--- src/rtl/core_pkg.sv ---
// Shared definitions for the 5-stage core pipeline control.
package core_pkg;

    localparam int REG_ADDR_W       = 5;
    localparam int DEFAULT_MAX_WAIT = 16;

    typedef enum logic [1:0] {
        HZ_RUN      = 2'd0,
        HZ_MEM_WAIT = 2'd1,
        HZ_ERROR    = 2'd2
    } hz_state_e;

    // A load in EX feeding a source the ID instruction actually reads; x0 never stalls.
    function automatic logic load_use_hazard(
        input logic                  mem_read,
        input logic [REG_ADDR_W-1:0] rd,
        input logic [REG_ADDR_W-1:0] rs1,
        input logic [REG_ADDR_W-1:0] rs2,
        input logic                  use_rs1,
        input logic                  use_rs2
    );
        return mem_read && (rd != '0) &&
               ((use_rs1 && (rs1 == rd)) || (use_rs2 && (rs2 == rd)));
    endfunction

endpackage

--- src/rtl/sat_counter.sv ---
// Saturating up-counter with synchronous clear; clear beats a same-cycle increment.
module sat_counter #(
    parameter int CNT_W = 32
) (
    input  logic             clk,
    input  logic             arst_n,
    input  logic             inc,
    input  logic             clr,
    output logic [CNT_W-1:0] cnt
);

    always_ff @(posedge clk or negedge arst_n) begin
        if (!arst_n) begin
            cnt <= '0;
        end else if (clr) begin
            cnt <= '0;
        end else if (inc && (cnt != '1)) begin
            cnt <= cnt + CNT_W'(1);
        end
    end

endmodule

--- src/rtl/hazard_ctrl.sv ---
// Pipeline sequencer: stage enables/flushes for load-use, branch, fetch wait and dmem wait,
// with a dmem timeout trap and saturating stall/flush counters.
module hazard_ctrl
    import core_pkg::*;
#(
    parameter int CNT_W    = 32,
    parameter int MAX_WAIT = DEFAULT_MAX_WAIT
) (
    input  logic                  clk,
    input  logic                  arst_n,
    input  logic [REG_ADDR_W-1:0] rs1_id,
    input  logic [REG_ADDR_W-1:0] rs2_id,
    input  logic                  use_rs1_id,
    input  logic                  use_rs2_id,
    input  logic [REG_ADDR_W-1:0] rd_ex,
    input  logic                  mem_read_ex,
    input  logic                  branch_taken_ex,
    input  logic                  mem_access_mem,
    input  logic                  dmem_ready,
    input  logic                  imem_ready,
    input  logic                  cnt_clr,
    output logic                  pc_write,
    output logic                  if_id_write,
    output logic                  id_ex_write,
    output logic                  ex_mem_write,
    output logic                  if_id_flush,
    output logic                  id_ex_flush,
    output logic                  mem_wb_flush,
    output logic                  err_timeout,
    output logic [CNT_W-1:0]      stall_cnt,
    output logic [CNT_W-1:0]      flush_cnt
);

    localparam int WAIT_W = $clog2(MAX_WAIT + 1);

    hz_state_e         state_q, state_nx;
    logic [WAIT_W-1:0] wait_q, wait_nx;
    logic              err_set;
    logic              freeze;
    logic              hazard;
    logic              stall_inc;
    logic              flush_inc;

    assign hazard = load_use_hazard(mem_read_ex, rd_ex, rs1_id, rs2_id, use_rs1_id, use_rs2_id);

    // Once waiting, only dmem_ready releases the freeze.
    assign freeze = (state_q == HZ_MEM_WAIT) ? !dmem_ready : (mem_access_mem && !dmem_ready);

    always_ff @(posedge clk or negedge arst_n) begin
        if (!arst_n) begin
            state_q     <= HZ_RUN;
            wait_q      <= '0;
            err_timeout <= 1'b0;
        end else begin
            state_q <= state_nx;
            wait_q  <= wait_nx;
            if (err_set) begin
                err_timeout <= 1'b1;
            end
        end
    end

    always_comb begin
        pc_write     = 1'b1;
        if_id_write  = 1'b1;
        id_ex_write  = 1'b1;
        ex_mem_write = 1'b1;
        if_id_flush  = 1'b0;
        id_ex_flush  = 1'b0;
        mem_wb_flush = 1'b0;
        stall_inc    = 1'b0;
        flush_inc    = 1'b0;
        err_set      = 1'b0;
        state_nx     = state_q;
        wait_nx      = wait_q;

        if ((state_q == HZ_ERROR) || freeze) begin
            pc_write     = 1'b0;
            if_id_write  = 1'b0;
            id_ex_write  = 1'b0;
            ex_mem_write = 1'b0;
            mem_wb_flush = 1'b1;
            // The RUN cycle that detects the wait counts as the first wait cycle.
            if (state_q == HZ_RUN) begin
                stall_inc = 1'b1;
                state_nx  = HZ_MEM_WAIT;
                wait_nx   = WAIT_W'(1);
            end else if (state_q == HZ_MEM_WAIT) begin
                stall_inc = 1'b1;
                if (wait_q == WAIT_W'(MAX_WAIT - 1)) begin
                    state_nx = HZ_ERROR;
                    err_set  = 1'b1;
                end else begin
                    wait_nx = wait_q + WAIT_W'(1);
                end
            end
        end else begin
            state_nx = HZ_RUN;
            wait_nx  = '0;
            if (branch_taken_ex) begin
                if_id_flush = 1'b1;
                id_ex_flush = 1'b1;
                flush_inc   = 1'b1;
            end else if (hazard) begin
                pc_write    = 1'b0;
                if_id_write = 1'b0;
                id_ex_flush = 1'b1;
                stall_inc   = 1'b1;
            end else if (!imem_ready) begin
                pc_write    = 1'b0;
                if_id_flush = 1'b1;
                stall_inc   = 1'b1;
            end
        end
    end

    sat_counter #(.CNT_W(CNT_W)) u_stall_cnt (
        .clk    (clk),
        .arst_n (arst_n),
        .inc    (stall_inc),
        .clr    (cnt_clr),
        .cnt    (stall_cnt)
    );

    sat_counter #(.CNT_W(CNT_W)) u_flush_cnt (
        .clk    (clk),
        .arst_n (arst_n),
        .inc    (flush_inc),
        .clr    (cnt_clr),
        .cnt    (flush_cnt)
    );

endmodule

--- config.mk ---
export PLATFORM = sky130hd
export DESIGN_NAME = hazard_ctrl
export DESIGN_NICKNAME = d
export VERILOG_FILES = /design/src/rtl/core_pkg.sv /design/src/rtl/sat_counter.sv /design/src/rtl/hazard_ctrl.sv
export SDC_FILE = /design/constraint.sdc
export NUM_CORES = 1
export LEC_CHECK = 0
export ABC_AREA = 1
export CAP_MARGIN = 20
export CORE_ASPECT_RATIO = 1.5
export CORE_MARGIN = 3
export CORE_UTILIZATION = 57
export CTS_CLUSTER_DIAMETER = 80
export DETAILED_ROUTE_END_ITERATION = 12
export PLACE_DENSITY = 0.87
export SLEW_MARGIN = 5
export SYNTH_ARGS = -nofsm -noshare
export SYNTH_HDL_FRONTEND = slang
export SYNTH_SLANG_ARGS = --single-unit
--- constraint.sdc ---
create_clock -name clk -period 3.1 [get_ports clk]
set_clock_uncertainty 0.1 [all_clocks]
set_input_delay 0.31 -clock clk [delete_from_list [all_inputs] [get_ports clk]]
set_output_delay 0.31 -clock clk [all_outputs]
set_load 0.05 [all_outputs]
==> impl_metrics.csv, run 1 <==
group,metric,value,unit
cts,cts_buffer_depth,2,
placed_design,gp_congestion,0.975,
die,die_w,82.9,µm
worst_setup_path,path_buf_inv,3,
route,drc,0,
timing,worst_pin_slew,527,ps
timing,setup_viol_count_final,0,
logic_synthesis,synth_ff_type,"dfrtp_1",
route,num_vias,5519,
timing,fin_tns_setup,0,ps
min_path,hold_class,"reg2reg",
power,peakVddDrop,0.000289,V
final_layout,register_area,1800,µm²
cts,clk_pin_slew,50,ps
die,core_area,8520,µm²
power,power_density,358,nW/µm²
worst_setup_path,cp_top_family,"buffers and inverters",
cts,cts_htree_levels,3,
placed_design,dp_slack,449,ps
timing,finalHoldViolCount,0,
die,ios,97,
final_layout,multi_input_area,2760,µm²
final_layout,n_antenna_cell,0,
worst_setup_path,worstPathCellList,"inv_1 > nor2_2 > o21ai_2 > o21ai_2 > nor2_1 > inv_1 > nand2_1 > clkdlybuf4s50_1",
worst_setup_path,cp.required,2690,ps
route,totalWireLength,14900,µm
worst_setup_path,end_kind,"output port",
logic_synthesis,synthCells,767,
final_layout,fin_nets,886,
cts,cts_root_buf,"clkbuf_16",
logic_synthesis,netlist_area,5060,µm²
global_route,antenna_found_initial,0,
final_layout,drive_gt1_share,5.34,%
timing,relSlewSlack,64.6,%
die,die_area,10100,µm²
logic_synthesis,postSynthAreaPerCell,6.60,µm²
flow_run,maxCapViolations,0,
cts,cts_setup_buffers,0,
route,viasPerCell,5.70,
logic_synthesis,async_flop_share,100,%
final_layout,finish.utilization,74.5,%
logic_synthesis,synth_edf_count,0,
route,post_drt_wl_per_cell,15.3,µm
global_route,grt_pass1_wl,24700,µm
worst_setup_path,crit_fanout,5,
timing,max_freq,0.358,GHz
logic_synthesis,synthDistinctLibCells,32,
timing,rsz0062_at_grt,"no",
timing,slew_violations,0,
route,drt_first_pass_iters,5,
global_route,grt_pass1_vias,5330,
timing,post-route-period-util,90.0,%
worst_setup_path,startpoint_type,"flip-flop",
timing,finalWorstSetupSlack,310,ps
die,dieHeight,121,µm
worst_setup_path,cp_slowest_cell,"clkdlybuf4s50_1",
route,final_antenna_net_count,0,
route,drtIter0Drc,314,
logic_synthesis,synth_nets,796,
power,p_leak,0.00289,µW
die,start_util,59.4,%
global_route,grt_overflow,0,
global_route,grt_max_degree,73,
placed_design,dp_hpwl,10900,µm
cts,numCtsBuffers,9,
run_status,status,"complete, no violations",
cts,clk-insertion-delay-late,340,ps
final_layout,area_delta_synth_final,25.5,%
worst_setup_path,cp.arrival,2380,ps
worst_setup_path,cpPeakStageDelay,800,ps
placed_design,port_buffers,96,
placed_design,place_area,6070,µm²
cts,clock-sinks,72,
final_layout,final_cell_area,6350,µm²
logic_synthesis,ys_seq_elements,72,
cts,cts_tree,"built",
die,fp-row-count,41,
final_layout,final.fill_count,689,
worst_setup_path,worstSetupPathType,"reg2out",
timing,min_period,2790,ps
global_route,groute.usage.overall,30.2,%
logic_synthesis,ys_seq_area_share,35.6,%
logic_synthesis,yosys_warnings,0,
[final cells by class]
cell class | instances | share of cell area [%]
clock buffers | 12 | 3.88
well taps | 107 | 2.11
repair buffers | 103 | 16.2
inverters | 94 | 5.56
clock inverters | 4 | 0.315
flip-flops and latches | 72 | 28.4
multi-input cells | 577 | 43.5
[layer usage]
| layer | vias to the layer above | share of wire, % | track usage, % |
|---|---|---|---|
| li1 | 2634 | - | - |
| met4 | 0 | 6.3 | 20.8 |
| met1 | 2563 | 37 | 32.3 |
| met2 | 255 | 52 | 53.8 |
| met5 | - | 0 | 0 |
| met3 | 67 | 5.6 | 5.10 |
[logic make-up after synthesis]
family                     synth area share [%]
and+or+nand+nor                            42.6
adders and majority gates                 0.989
AOI/OAI and AO/OA                          4.63
buffers and inverters                      9.74
DFF                                        35.6
xor gates and xnor gates                   6.41
[cell usage in the layout (no fill, tap or decap), drive strengths merged, types with 2 or more instances in the layout]
master         count
nand2            238
nor2             120
inv               94
clkdlybuf4s50     92
dfrtp             72
nand3             61
nand4             49
o21ai             28
xor2              26
nor3              19
clkbuf            12
xnor2             11
buf               10
a21oi              8
o31ai              4
ha                 4
clkinv             4
or2                3
nand3b             2
[where the power goes]
group	internal, µW	switching (µW)	total (µW)
sequential	952	15.3	967
combinational	102	234	336
clock	559	408	966
total	1610	657	2270
[timing repair]
item	CTS	global route
resized for setup	0	0
endpoints found under the setup margin	0	0
hold buffers	1	0
endpoints found under the hold margin	72	0
[per-stage QoR]
stage               hold slack (ps)  instances  power, µW
floorplan                     -85.6        767       1200
global placement                267        952       1310
detailed placement              273        952       1320
CTS                             413        969       2280
global route                    417        969       2340
finish                          419        969       2270
[worst paths after layout]
check / from / end / slack, ps / cells after the start
worst min-delay path: err_timeout / err_timeout / 420 / 1
worst max register to register: u_flush_cnt.cnt[0] / u_flush_cnt.cnt[7] / 580 / 13
worst max-delay path: state_q[0] / if_id_write / 310 / 8
max in group asynchronous: arst_n / wait_q[1] / 2150 / 3
min in group asynchronous: arst_n / u_stall_cnt.cnt[1] / 440 / 3
worst min register to register: err_timeout / err_timeout / 420 / 1
[Yosys cell counts, types with 2 or more instances]
library cell | count | area, µm²
a21oi_1 | 8 | 40.0
buf_1 | 6 | 22.5
buf_2 | 7 | 35.0
buf_4 | 3 | 22.5
buf_6 | 4 | 45.0
clkbuf_1 | 4 | 15.0
dfrtp_1 | 72 | 1800
ha_1 | 4 | 50.1
inv_1 | 90 | 338
inv_2 | 4 | 15.0
nand2_1 | 234 | 878
nand2_4 | 3 | 33.8
nand3_1 | 60 | 300
nand3b_1 | 2 | 15.0
nand4_1 | 49 | 307
nor2_1 | 113 | 424
nor2_2 | 5 | 31.3
nor2_4 | 2 | 22.5
nor3_1 | 19 | 95.1
o21ai_0 | 25 | 125
o21ai_2 | 2 | 17.5
o31ai_1 | 4 | 30.0
or2_2 | 3 | 18.8
xnor2_1 | 11 | 96.3
xor2_1 | 26 | 228
[registers in the layout (all words and copies together) (netlist names)]
signal and flops:
u_flush_cnt.cnt 32, state_q 2, u_stall_cnt.cnt 32, wait_q 5, err_timeout 1
Note: power is estimated with default switching activity, not from simulation.
==> run 2, diff against run 1 <==
--- a/config.mk
+++ b/config.mk
@@ -10,6 +10,7 @@
 export CORE_ASPECT_RATIO = 1.5
 export CORE_MARGIN = 3
 export CORE_UTILIZATION = 57
+export CTS_BUF_LIST = sky130_fd_sc_hd__clkbuf_8 sky130_fd_sc_hd__clkbuf_16
 export CTS_CLUSTER_DIAMETER = 80
 export DETAILED_ROUTE_END_ITERATION = 12
 export PLACE_DENSITY = 0.87
==> run 2 against run 1 <==
Net effect:
- sequential share of layout area did not move
- maximum frequency barely moved
- core utilization did not move
- clock power fell by 0.6%
- critical path depth did not move
- routed wire length barely moved
- sequential power barely moved
- highest routed layer unchanged
==> impl_metrics.csv, run 2 (same netlist as run 1, synthesis figures left out) <==
group,metric,value,unit
run_status,status,"complete, no violations",
worst_setup_path,end_kind,"output port",
placed_design,gp_congestion,0.975,
timing,slew_violations,0,
die,die_area,10100,µm²
global_route,grt_max_degree,73,
cts,cts_tree,"built",
route,post_drt_wl_per_cell,15.3,µm
worst_setup_path,crit_fanout,5,
power,p_leak,0.00290,µW
placed_design,port_buffers,96,
timing,max_freq,0.358,GHz
route,drc,0,
worst_setup_path,cp.arrival,2380,ps
cts,clk_pin_slew,50,ps
timing,finalHoldViolCount,0,
cts,cts_htree_levels,3,
die,dieHeight,121,µm
timing,worst_pin_slew,534,ps
die,fp-row-count,41,
placed_design,dp_hpwl,10900,µm
final_layout,area_delta_synth_final,25.5,%
timing,relSlewSlack,64.2,%
global_route,grt_overflow,0,
global_route,antenna_found_initial,0,
die,die_w,82.9,µm
cts,numCtsBuffers,9,
timing,rsz0062_at_grt,"no",
worst_setup_path,worstSetupPathType,"reg2out",
final_layout,finalNonFillerCells,969,
timing,setup_viol_count_final,0,
die,start_util,59.4,%
final_layout,n_antenna_cell,0,
cts,ctsResizeCount,0,
timing,min_period,2790,ps
final_layout,final_common_cell,"nand2_1",
final_layout,top_regs,"u_flush_cnt.cnt (32), u_stall_cnt.cnt (32), wait_q (5)",
worst_setup_path,cp.required,2690,ps
global_route,grt_pass1_wl,24700,µm
cts,cts_setup_buffers,0,
placed_design,place_inst,952,
power,peakVddDrop,0.000289,V
power,power_density,356,nW/µm²
cts,clock-sinks,72,
timing,fin_tns_setup,0,ps
cts,clk-insertion-delay-late,340,ps
cts,ctsHoldBuffers,1,
route,drtIter0Drc,317,
final_layout,final_cell_mix,"nand2_1 (234), nor2_1 (113), inv_1 (92), clkdlybuf4s50_1 (92), dfrtp_1 (72)",
global_route,grt_pass1_vias,5330,
final_layout,fin_nets,886,
cts,cts_root_buf,"clkbuf_16",
global_route,groute.usage.overall,30.2,%
route,totalWireLength,14900,µm
min_path,hold_class,"reg2reg",
timing,post-route-period-util,90.0,%
route,drt_first_pass_iters,5,
worst_setup_path,startpoint_type,"flip-flop",
die,core_area,8520,µm²
die,ios,97,
flow_run,maxCapViolations,0,
final_layout,drive_gt1_share,5.34,%
route,num_vias,5510,
route,final_antenna_net_count,0,
route,viasPerCell,5.69,
cts,cts_buffer_depth,2,
[run 2: cell count changes in the layout (fill, tap and decap cells not counted), sizes merged]
cell	previous run	this run
inv	94	96
clkbuf	12	10
[run 2: cell type report]
| type | instances | area, µm² |
|---|---|---|
| Clock buffer | 10 | 239 |
| Clock inverter | 6 | 27.5 |
| Fill cell | 689 | 2170 |
| Inverter | 94 | 353 |
| Multi-Input combinational cell | 577 | 2760 |
| Sequential cell | 72 | 1800 |
| Tap cell | 107 | 134 |
| Timing Repair Buffer | 103 | 1030 |
[run 2: metal layers]
metal | vias up | GRT usage (%) | share of wire (%)
li1 | 2633 | - | -
met1 | 2564 | 32.3 | 37
met2 | 248 | 53.8 | 52
met3 | 65 | 5.10 | 5.5
met4 | 0 | 20.8 | 6.2
met5 | - | 0 | 0
[run 2: final timing paths]
kind / from / endpoint / slack [ps] / cells after the start
max: state_q[0] / if_id_write / 310 / 8
min: err_timeout / err_timeout / 420 / 1
max reg2reg: u_flush_cnt.cnt[0] / u_flush_cnt.cnt[7] / 580 / 13
min reg2reg: err_timeout / err_timeout / 420 / 1
max in group asynchronous: arst_n / wait_q[1] / 2150 / 3
min in group asynchronous: arst_n / u_stall_cnt.cnt[1] / 440 / 3
[run 2: where the power goes]
| part | leakage, µW | internal (µW) | total (µW) | switching [µW] |
|---|---|---|---|---|
| Combinational | 0.00176 | 102 | 336 | 234 |
| Clock | 0.000144 | 552 | 960 | 408 |
| Sequential | 0.00100 | 952 | 967 | 15.4 |
[run 2: per-stage QoR]
step / hold WS [ps] / cell area [µm²] / utilization [%] / worst slack [ps] / total power (µW)
floorplan: -85.6 / 5060 / - / 294 / 1200
global placement: 267 / 6070 / 71.3 / 522 / 1310
detailed placement: 273 / 6070 / 71.3 / 449 / 1320
CTS: 413 / 6350 / 74.5 / 304 / 2270
global route: 417 / 6350 / 74.5 / 184 / 2330
finish: 419 / 6350 / 74.5 / 310 / 2260
[run 2: worst max-delay path, cell delays in order, from the launching register on]
cell	delay, ps
dfrtp_1	410
inv_1	100
nor2_2	60
o21ai_2	160
o21ai_2	120
nor2_1	220
inv_1	100
nand2_1	70
clkdlybuf4s50_1	800
==> run 3, diff against run 2 <==
--- a/config.mk
+++ b/config.mk
@@ -9,11 +9,11 @@
 export CAP_MARGIN = 20
 export CORE_ASPECT_RATIO = 1.5
 export CORE_MARGIN = 3
-export CORE_UTILIZATION = 57
+export CORE_UTILIZATION = 43
 export CTS_BUF_LIST = sky130_fd_sc_hd__clkbuf_8 sky130_fd_sc_hd__clkbuf_16
 export CTS_CLUSTER_DIAMETER = 80
 export DETAILED_ROUTE_END_ITERATION = 12
-export PLACE_DENSITY = 0.87
+export PLACE_DENSITY = 0.68
 export SLEW_MARGIN = 5
 export SYNTH_ARGS = -nofsm -noshare
 export SYNTH_HDL_FRONTEND = slang
==> run 3 against run 2 <==
Net effect:
- die area is 30% higher
- largest power group is now clock
- combinational power is 1% lower
- largest cell class unchanged
- highest routed layer unchanged
- maximum frequency is 9.7% higher
- register-to-register slack better by 70 ps
- global-route usage is 6.9 points lower
==> impl_metrics.csv, run 3 (same netlist as run 1, synthesis figures left out) <==
group,metric,value,unit
power,p_leak,0.00290,µW
power,p_switching,657,µW
placed_design,dp_slack,634,ps
global_route,grt_max_degree,73,
route,drc,0,
power,power,2370,µW
die,die_w,94.6,µm
timing,max_freq,0.393,GHz
cts,cts_root_buf,"clkbuf_16",
power,clkPwrFrac,45.3,%
worst_setup_path,cp.required,2690,ps
power,p_comb_share,14.0,%
global_route,antenna_found_initial,0,
timing,setup_viol_count_final,0,
timing,finalWorstSetupSlack,556,ps
die,ios,97,
die,core_area,11300,µm²
worst_setup_path,end_kind,"output port",
cts,cts_buffer_depth,2,
worst_setup_path,cp.arrival,2130,ps
final_layout,finalNonFillerCells,1006,
timing,worst_pin_slew,936,ps
power,p_sw_share,27.7,%
cts,clk-insertion-delay-late,340,ps
die,start_util,44.8,%
placed_design,port_buffers,96,
final_layout,fin_nets,883,
placed_design,dp_hpwl,11000,µm
cts,cts_htree_levels,3,
min_path,hold_class,"in2async",
final_layout,area_delta_synth_final,26.8,%
power,seq_power_share,40.7,%
route,drt_first_pass_iters,5,
final_layout,final_common_cell,"nand2_1",
cts,cts_tree,"built",
cts,cts_setup_buffers,0,
global_route,grt_pass1_wl,24400,µm
power,internal_power,1720,µW
timing,fin_tns_setup,0,ps
route,final_antenna_net_count,0,
global_route,grt_overflow,0,
placed_design,place_inst,990,
final_layout,final_cell_area,6410,µm²
cts,clk_pin_slew,60,ps
cts,ctsHoldBuffers,0,
route,num_vias,5358,
worst_setup_path,worstSetupPathType,"reg2out",
final_layout,drive_gt1_share,5.36,%
route,totalWireLength,14800,µm
route,post_drt_wl_per_cell,14.7,µm
run_status,status,"complete, no violations",
die,die_area,13100,µm²
placed_design,place_area,6100,µm²
flow_run,maxCapViolations,0,
cts,clock-sinks,72,
timing,finalHoldViolCount,0,
timing,rsz0062_at_grt,"no",
timing,min_period,2540,ps
placed_design,gp_congestion,1.02,
route,drtIter0Drc,208,
cts,numCtsBuffers,9,
timing,relSlewSlack,37.6,%
die,dieHeight,139,µm
power,peakVddDrop,0.000272,V
global_route,grt_pass1_vias,5164,
worst_setup_path,startpoint_type,"flip-flop",
route,viasPerCell,5.33,
final_layout,top_regs,"u_flush_cnt.cnt (32), u_stall_cnt.cnt (32), wait_q (5)",
power,power_density,370,nW/µm²
cts,ctsResizeCount,0,
timing,slew_violations,0,
timing,post-route-period-util,82.0,%
final_layout,final_cell_mix,"nand2_1 (234), nor2_1 (113), inv_1 (91), clkdlybuf4s50_1 (91), dfrtp_1 (72)",
global_route,groute.usage.overall,23.3,%
final_layout,n_antenna_cell,0,
die,fp-row-count,47,
worst_setup_path,crit_fanout,6,
-- run 3: changes by cell type in the layout (fill, tap and decap cells not counted) --
| cell | delta |
|---|---|
| clkinv_2 | -3 |
| clkinv_4 | +2 |
| buf_4 | -1 |
| bufinv_16 | +1 |
| clkbuf_8 | +1 |
| clkdlybuf4s50_1 | -1 |
| dlygate4sd3_1 | -1 |
| inv_1 | -1 |
-- run 3: final cells by class --
cell class | instances | area [µm²]
timing repair buffer | 100 | 1000
inverter | 94 | 353
fill | 1117 | 4880
clock inverter | 5 | 56.3
sequential | 72 | 1800
tap | 147 | 184
multi-input combinational | 577 | 2760
clock buffer | 11 | 253
-- run 3: critical path, stage by stage (launching register included) --
cell	delay [ps]
dfrtp_1	400
inv_1	100
nor2_2	60
o21ai_2	160
o21ai_2	120
inv_2	130
clkdlybuf4s50_1	820
-- run 3: metal layers --
metal | GRT usage, % | vias to the layer above | routed length (µm)
met5 | 0 | - | 0
met4 | 14.1 | 0 | 777
li1 | - | 2622 | -
met3 | 3.42 | 45 | 632
met1 | 25.4 | 2522 | 5540
met2 | 41.5 | 169 | 7830
-- run 3: path summary, 6_finish.rpt --
kind,slack [ps],to,cells past startpoint,start
max in group asynchronous,2190,u_stall_cnt.cnt[3],2,arst_n
max reg2reg,650,u_flush_cnt.cnt[31],12,u_flush_cnt.cnt[0]
max,560,id_ex_write,6,state_q[0]
min in group clk,370,err_timeout,1,err_timeout
min reg2reg,370,err_timeout,1,err_timeout
min,80,u_stall_cnt.cnt[4],2,arst_n
-- run 3: metrics by stage --
| stage | hold slack [ps] | util [%] |
|---|---|---|
| 2_1_floorplan | -85.6 | - |
| 5_1_grt | 175 | 56.8 |
| 3_3_place_gp | 356 | 54.1 |
| 6_report | 79.1 | 56.8 |
| 3_5_place_dp | 360 | 54.1 |
| 4_1_cts | 142 | 56.8 |
-- run 3: power by group through the flow --
stage | clock [µW] | sequential [µW] | combinational [µW]
finish | 1080 | 966 | 332
detailed placement | 0 | 983 | 334
floorplan | 0 | 1010 | 194
global placement | 0 | 983 | 328
global route | 1130 | 968 | 362
CTS | 1090 | 966 | 334
